File: config.mk
export PLATFORM = sky130hd
export DESIGN_NAME = mem_access_stage
export DESIGN_NICKNAME = d
export VERILOG_FILES = /design/src/rtl/mem_access_stage.sv
export SDC_FILE = /design/constraint.sdc
export NUM_CORES = 1
export LEC_CHECK = 0
export CORE_ASPECT_RATIO = 1.2
export CORE_UTILIZATION = 45
export CTS_BUF_LIST = sky130_fd_sc_hd__clkbuf_4 sky130_fd_sc_hd__clkbuf_8
export DETAILED_ROUTE_END_ITERATION = 16
export GPL_ROUTABILITY_DRIVEN = 1
export PLACE_DENSITY_LB_ADDON = 0.25
export REMOVE_ABC_BUFFERS = 1
export SLEW_MARGIN = 15
export SYNTH_ARGS = -nofsm -noshare
export SYNTH_HDL_FRONTEND = slang
export SYNTH_SLANG_ARGS = --single-unit
File: constraint.sdc
create_clock -name clock -period 1.8 [get_ports clock]
set_input_delay 0.27 -clock clock [delete_from_list [all_inputs] [get_ports clock]]
set_output_delay 0.27 -clock clock [all_outputs]
set_load 0.01 [all_outputs]
File: src/rtl/mem_access_stage.sv
// rtl/mem_access_stage.sv - memory stage: load/store over req/ack with stall, timeout and MEM/WB register
module mem_access_stage #(
  parameter logic [3:0] OP_LOAD  = 4'b0100,
  parameter logic [3:0] OP_STORE = 4'b0101,
  parameter int         TIMEOUT  = 16
) (
  input  logic        clock,
  input  logic        reset,
  input  logic        in_valid,
  input  logic [3:0]  opcode,
  input  logic [15:0] aluRESULT,
  input  logic [15:0] read_data2,
  input  logic [2:0]  rd,
  input  logic        reg_write,
  output logic        stall,
  output logic        mem_req,
  output logic        mem_we,
  output logic [15:0] mem_addr,
  output logic [15:0] mem_wdata,
  input  logic [15:0] mem_rdata,
  input  logic        mem_ack,
  output logic        out_valid,
  output logic        wb_en,
  output logic [2:0]  wb_rd,
  output logic [15:0] wb_data,
  output logic [3:0]  opcode_out,
  output logic        mem_err
);

  typedef enum logic {IDLE = 1'b0, ACCESS = 1'b1} state_t;

  state_t      state_q, state_d;
  logic [7:0]  cnt_q, cnt_d;
  logic [3:0]  lat_op_q, lat_op_d;
  logic [2:0]  lat_rd_q, lat_rd_d;
  logic        mem_req_q, mem_req_d;
  logic        mem_we_q, mem_we_d;
  logic [15:0] mem_addr_q, mem_addr_d;
  logic [15:0] mem_wdata_q, mem_wdata_d;
  logic        out_valid_q, out_valid_d;
  logic        wb_en_q, wb_en_d;
  logic [2:0]  wb_rd_q, wb_rd_d;
  logic [15:0] wb_data_q, wb_data_d;
  logic [3:0]  opcode_out_q, opcode_out_d;
  logic        mem_err_q, mem_err_d;

  logic is_mem;
  logic timeout_hit;
  logic completing;

  assign is_mem      = in_valid & ((opcode == OP_LOAD) | (opcode == OP_STORE));
  assign timeout_hit = (state_q == ACCESS) & ~mem_ack & (cnt_q == 8'(TIMEOUT - 1));
  assign completing  = (state_q == ACCESS) & (mem_ack | timeout_hit);
  // Dropping stall in the completing cycle lets upstream advance on that same edge.
  assign stall       = is_mem & ~completing;

  always_ff @(posedge clock) begin
    if (reset) begin
      state_q      <= IDLE;
      cnt_q        <= '0;
      lat_op_q     <= '0;
      lat_rd_q     <= '0;
      mem_req_q    <= 1'b0;
      mem_we_q     <= 1'b0;
      mem_addr_q   <= '0;
      mem_wdata_q  <= '0;
      out_valid_q  <= 1'b0;
      wb_en_q      <= 1'b0;
      wb_rd_q      <= '0;
      wb_data_q    <= '0;
      opcode_out_q <= '0;
      mem_err_q    <= 1'b0;
    end else begin
      state_q      <= state_d;
      cnt_q        <= cnt_d;
      lat_op_q     <= lat_op_d;
      lat_rd_q     <= lat_rd_d;
      mem_req_q    <= mem_req_d;
      mem_we_q     <= mem_we_d;
      mem_addr_q   <= mem_addr_d;
      mem_wdata_q  <= mem_wdata_d;
      out_valid_q  <= out_valid_d;
      wb_en_q      <= wb_en_d;
      wb_rd_q      <= wb_rd_d;
      wb_data_q    <= wb_data_d;
      opcode_out_q <= opcode_out_d;
      mem_err_q    <= mem_err_d;
    end
  end

  always_comb begin
    state_d = state_q;
    case (state_q)
      IDLE:    if (is_mem) state_d = ACCESS;
      ACCESS:  if (completing) state_d = IDLE;
      default: state_d = IDLE;
    endcase
  end

  always_comb begin
    cnt_d        = cnt_q;
    lat_op_d     = lat_op_q;
    lat_rd_d     = lat_rd_q;
    mem_req_d    = mem_req_q;
    mem_we_d     = mem_we_q;
    mem_addr_d   = mem_addr_q;
    mem_wdata_d  = mem_wdata_q;
    out_valid_d  = 1'b0;
    wb_en_d      = 1'b0;
    wb_rd_d      = wb_rd_q;
    wb_data_d    = wb_data_q;
    opcode_out_d = opcode_out_q;
    mem_err_d    = 1'b0;
    case (state_q)
      IDLE: begin
        if (is_mem) begin
          mem_req_d   = 1'b1;
          mem_we_d    = (opcode == OP_STORE);
          mem_addr_d  = aluRESULT;
          mem_wdata_d = read_data2;
          lat_op_d    = opcode;
          lat_rd_d    = rd;
          cnt_d       = '0;
        end else if (in_valid) begin
          out_valid_d  = 1'b1;
          wb_en_d      = reg_write;
          wb_rd_d      = rd;
          wb_data_d    = aluRESULT;
          opcode_out_d = opcode;
        end
      end
      ACCESS: begin
        if (mem_ack) begin
          mem_req_d    = 1'b0;
          out_valid_d  = 1'b1;
          opcode_out_d = lat_op_q;
          if (lat_op_q == OP_LOAD) begin
            wb_en_d   = 1'b1;
            wb_rd_d   = lat_rd_q;
            wb_data_d = mem_rdata;
          end
        end else if (timeout_hit) begin
          mem_req_d    = 1'b0;
          out_valid_d  = 1'b1;
          mem_err_d    = 1'b1;
          opcode_out_d = lat_op_q;
        end else begin
          cnt_d = cnt_q + 8'd1;
        end
      end
      default: ;
    endcase
  end

  assign mem_req    = mem_req_q;
  assign mem_we     = mem_we_q;
  assign mem_addr   = mem_addr_q;
  assign mem_wdata  = mem_wdata_q;
  assign out_valid  = out_valid_q;
  assign wb_en      = wb_en_q;
  assign wb_rd      = wb_rd_q;
  assign wb_data    = wb_data_q;
  assign opcode_out = opcode_out_q;
  assign mem_err    = mem_err_q;

endmodule
==> results.txt <==
The run finished with clean final reports. The type of origin of the critical path is a flop. The y dimension of the die is 91.9 µm.

By startpoint and endpoint, the worst setup path is classified as reg2out. The relative area change from synthesis to final layout came out at 58.1%. The required time of the critical path is 1.53 ns. The floorplan step defined a die boundary enclosing 0.00706 mm². The number of iterations in the first detailed-routing pass came out at 4. The shortest period the worst path allows came out at 1.76 ns. For this run, design rule violations remaining after detail routing come to 0. The tree is rooted in a sky130_fd_sc_hd__clkbuf_8. Timing would allow up to 569 MHz. The post-synthesis cell type with the largest combined area is sky130_fd_sc_hd__dfxtp_1. Measured on the finished design, the core utilization comes to 74.3%. The count of nets left with antenna violations after detail routing is 0. Entering global routing, the biggest net connects 32 pins. At the placement stage, the worst setup path has a slack of -0.209 ns.

The data arrival time at the worst-slack endpoint came out at 1.49 ns. The static power due to leakage came out at 1.70 nW. The starting density of the core came out at 47.0%. Synthesis inferred 76 register bits. The largest voltage drop on the vdd net came out at 0.578 mV. After detailed routing, the number of vias per cell comes to 5.14.

The number of buffers on the longest clock path came out at 2. The number of inserted diodes is 0. The total wire length came out at 8.32 mm. After the first detailed-routing iteration, the DRC count stood at 85.

Port buffering added 120 buffers. The die extent in x came out at 76.9 µm. Leaving out fill and tap cells, the most frequent cells in the layout are sky130_fd_sc_hd__clkdlybuf4s50_1, sky130_fd_sc_hd__nand2_1, sky130_fd_sc_hd__dfxtp_1. The final net count is 542. The number of warnings issued by yosys is 0.

The post-route netlist has 14.4% of its cells at a drive strength greater than 1. The total grt overflow is 0. The total number of clock tree sinks is 76. The final setup TNS is 0 ns.

The clock latency reported for the late side of the worst-skew pair is 0.34 ns. Setup repair after global routing could not meet its margin everywhere. The H-tree depth reported by CTS is 3.

The actual transition at the worst max-transition pin is 0.488 ns. The cell area power density is 811 mW/mm². The first-pass GRT wire length came out at 13.5 mm. The design draws 3.88 mW. Clock-pin slew was measured on the worst setup and hold paths at 0.07 ns. The post-synth design cell area is 0.00303 mm². For the final database, setup skew stands at 0.00843 ns. The combined global-route utilization of all metal layers is 24.4%. The largest fanout on the critical path is 2. The sequential area share after synthesis came out at 50.2%. Setup violations remaining at the end of the flow were counted as 0.

The number of max-slew violations in the final report came to 0. In this run, distinct cell masters in the synthesized netlist total 40. In this run the tightest slew margin relative to its limit is 67.5%. Counting flops with a built-in enable in the synthesized netlist gives 0. The I/O pin total is 121.

The fraction of the cycle the final worst path needs is 97.7%. The mean instance size in the synthesized netlist is 8.80 µm². The endpoint type of the worst setup path is an output pin. For this run, the leading register cell type out of synthesis is sky130_fd_sc_hd__dfxtp_1. The clock buffer count from CTS is 9. The fraction of registers with async set or reset after synthesis is 0%.

The average wire per standard cell came out at 14.6 µm. The total number of vias is 2930. The final estimated routing congestion in global placement came out at 0.839. The synthesized netlist cell count came out at 344. The number of antenna violations at the first check in global routing came out at 0. The via count of the first global-routing pass came out at 2964.

The standard-cell row count is 32. Max-cap violations in this run came to 0. The final worst-path setup slack came out at 0.0415 ns.

After synthesis, the cell types taking the most area are sky130_fd_sc_hd__dfxtp_1, sky130_fd_sc_hd__nand2_1, sky130_fd_sc_hd__a21oi_1, sky130_fd_sc_hd__mux2i_1, sky130_fd_sc_hd__nor2_1. The commonest non-fill, non-tap cell in the layout is sky130_fd_sc_hd__clkdlybuf4s50_1. The area of the core came out at 0.00645 mm². The HPWL after detailed placement is 5.78 mm. TritonCTS built the clock tree. The share of the synthesized area in the top cell type is 50.2%. The total count of hold-check failures in the final report came out at 0.

The worst min-delay path class is in2reg.
-- per-layer routing --
metal	track usage [%]	vias to the layer above	wire length (µm)
li1	-	1455	-
met1	26.2	1368	3330
met2	42.4	87	4130
met3	8.16	20	642
met4	12.0	0	217
met5	0	-	0
-- worst max-delay path: stages, from the launching register on --
cell,delay (ns)
sky130_fd_sc_hd__dfxtp_2,0.35
sky130_fd_sc_hd__ha_4,0.16
sky130_fd_sc_hd__and4_4,0.20
sky130_fd_sc_hd__a21oi_4,0.16
sky130_fd_sc_hd__and3_4,0.20
sky130_fd_sc_hd__buf_6,0.09
-- area by class of cell --
cell class / count / area, µm²
clock buffers: 11 / 145
clock inverters: 4 / 97.6
fillers: 486 / 1660
inverters: 2 / 7.51
multi-input cells: 242 / 1430
flip-flops and latches: 76 / 1520
well taps: 85 / 106
repair buffers: 150 / 1480
-- flip-flops by register name (all words and copies together) (netlist names) --
name and count:
cnt_q 8, mem_req 1, wb_en 1, wb_rd 3, out_valid 1, opcode_out 4, mem_wdata 16, state_q 1
lat_rd_q 3, lat_op_q 4, mem_err 1, mem_addr 16, wb_data 16, mem_we 1
-- cells in the mapped netlist (2+ instances only) --
cell and number:
sky130_fd_sc_hd__nor2_1 39, sky130_fd_sc_hd__clkbuf_1 15, sky130_fd_sc_hd__buf_4 2, sky130_fd_sc_hd__dfxtp_1 76
sky130_fd_sc_hd__a211oi_2 10, sky130_fd_sc_hd__nand3_1 3, sky130_fd_sc_hd__mux2i_1 19, sky130_fd_sc_hd__a2111oi_1 2
sky130_fd_sc_hd__nand2b_1 3, sky130_fd_sc_hd__nand2_1 76, sky130_fd_sc_hd__xnor2_1 4, sky130_fd_sc_hd__nor4_1 4
sky130_fd_sc_hd__buf_6 2, sky130_fd_sc_hd__a211oi_1 10, sky130_fd_sc_hd__a21oi_1 42, sky130_fd_sc_hd__and3_1 2
sky130_fd_sc_hd__buf_2 4, sky130_fd_sc_hd__inv_1 2, sky130_fd_sc_hd__xor2_1 2, sky130_fd_sc_hd__nor3_1 7
-- cell families (layout without fill, tap and decap cells) --
group	Yosys count	after routing	synth area share (%)
buffers and inverters	26	167	4.13
XOR/XNOR	6	6	1.74
flip-flops	76	76	50.2
multiplexers	19	19	6.28
adder cells (fa/ha/maj)	1	1	0.413
AO/OA/AOI/OAI	70	70	15.8
AND/OR/NAND/NOR	146	146	21.4
-- path summary, 6_finish.rpt --
kind / from / slack [ns] / depth (start not counted) / end
hold reg to reg: mem_addr[5]$_SDFFE_PP0P_ / 0.45 / 2 / mem_addr[5]$_SDFFE_PP0P_
setup reg to reg: lat_op_q[0]$_SDFFE_PP0P_ / 0.08 / 5 / wb_data[9]$_SDFFE_PP0P_
hold / removal: reset / 0.37 / 2 / lat_op_q[2]$_SDFFE_PP0P_
setup / recovery: cnt_q[0]$_SDFFE_PP0P_ / 0.04 / 5 / stall
-- stage by stage --
stage               std cells  instance area (µm²)  hold WS (ns)
global placement          549                 4440         0.440
detailed placement        549                 4440         0.445
floorplan                 320                 2910         0.335
finish                    570                 4790         0.368
CTS                       570                 4730         0.366
global route              570                 4790         0.392
-- power breakdown --
group | switching, mW | leakage (nW) | total [mW] | internal [mW]
Clock | 0.596 | 0.119 | 1.56 | 0.967
Combinational | 0.226 | 0.963 | 0.540 | 0.314
Sequential | 0.0327 | 0.621 | 1.78 | 1.75
-- repair_timing --
| item | CTS | global route |
|---|---|---|
| resized for setup | 7 | 13 |
| endpoints found under the setup margin | 1 | 22 |
| gates cloned | 0 | 0 |
| setup buffers | 6 | 1 |
| pin swaps | 3 | 3 |
| hold buffers | 0 | 0 |
Note: power is estimated with default switching activity, not from simulation.
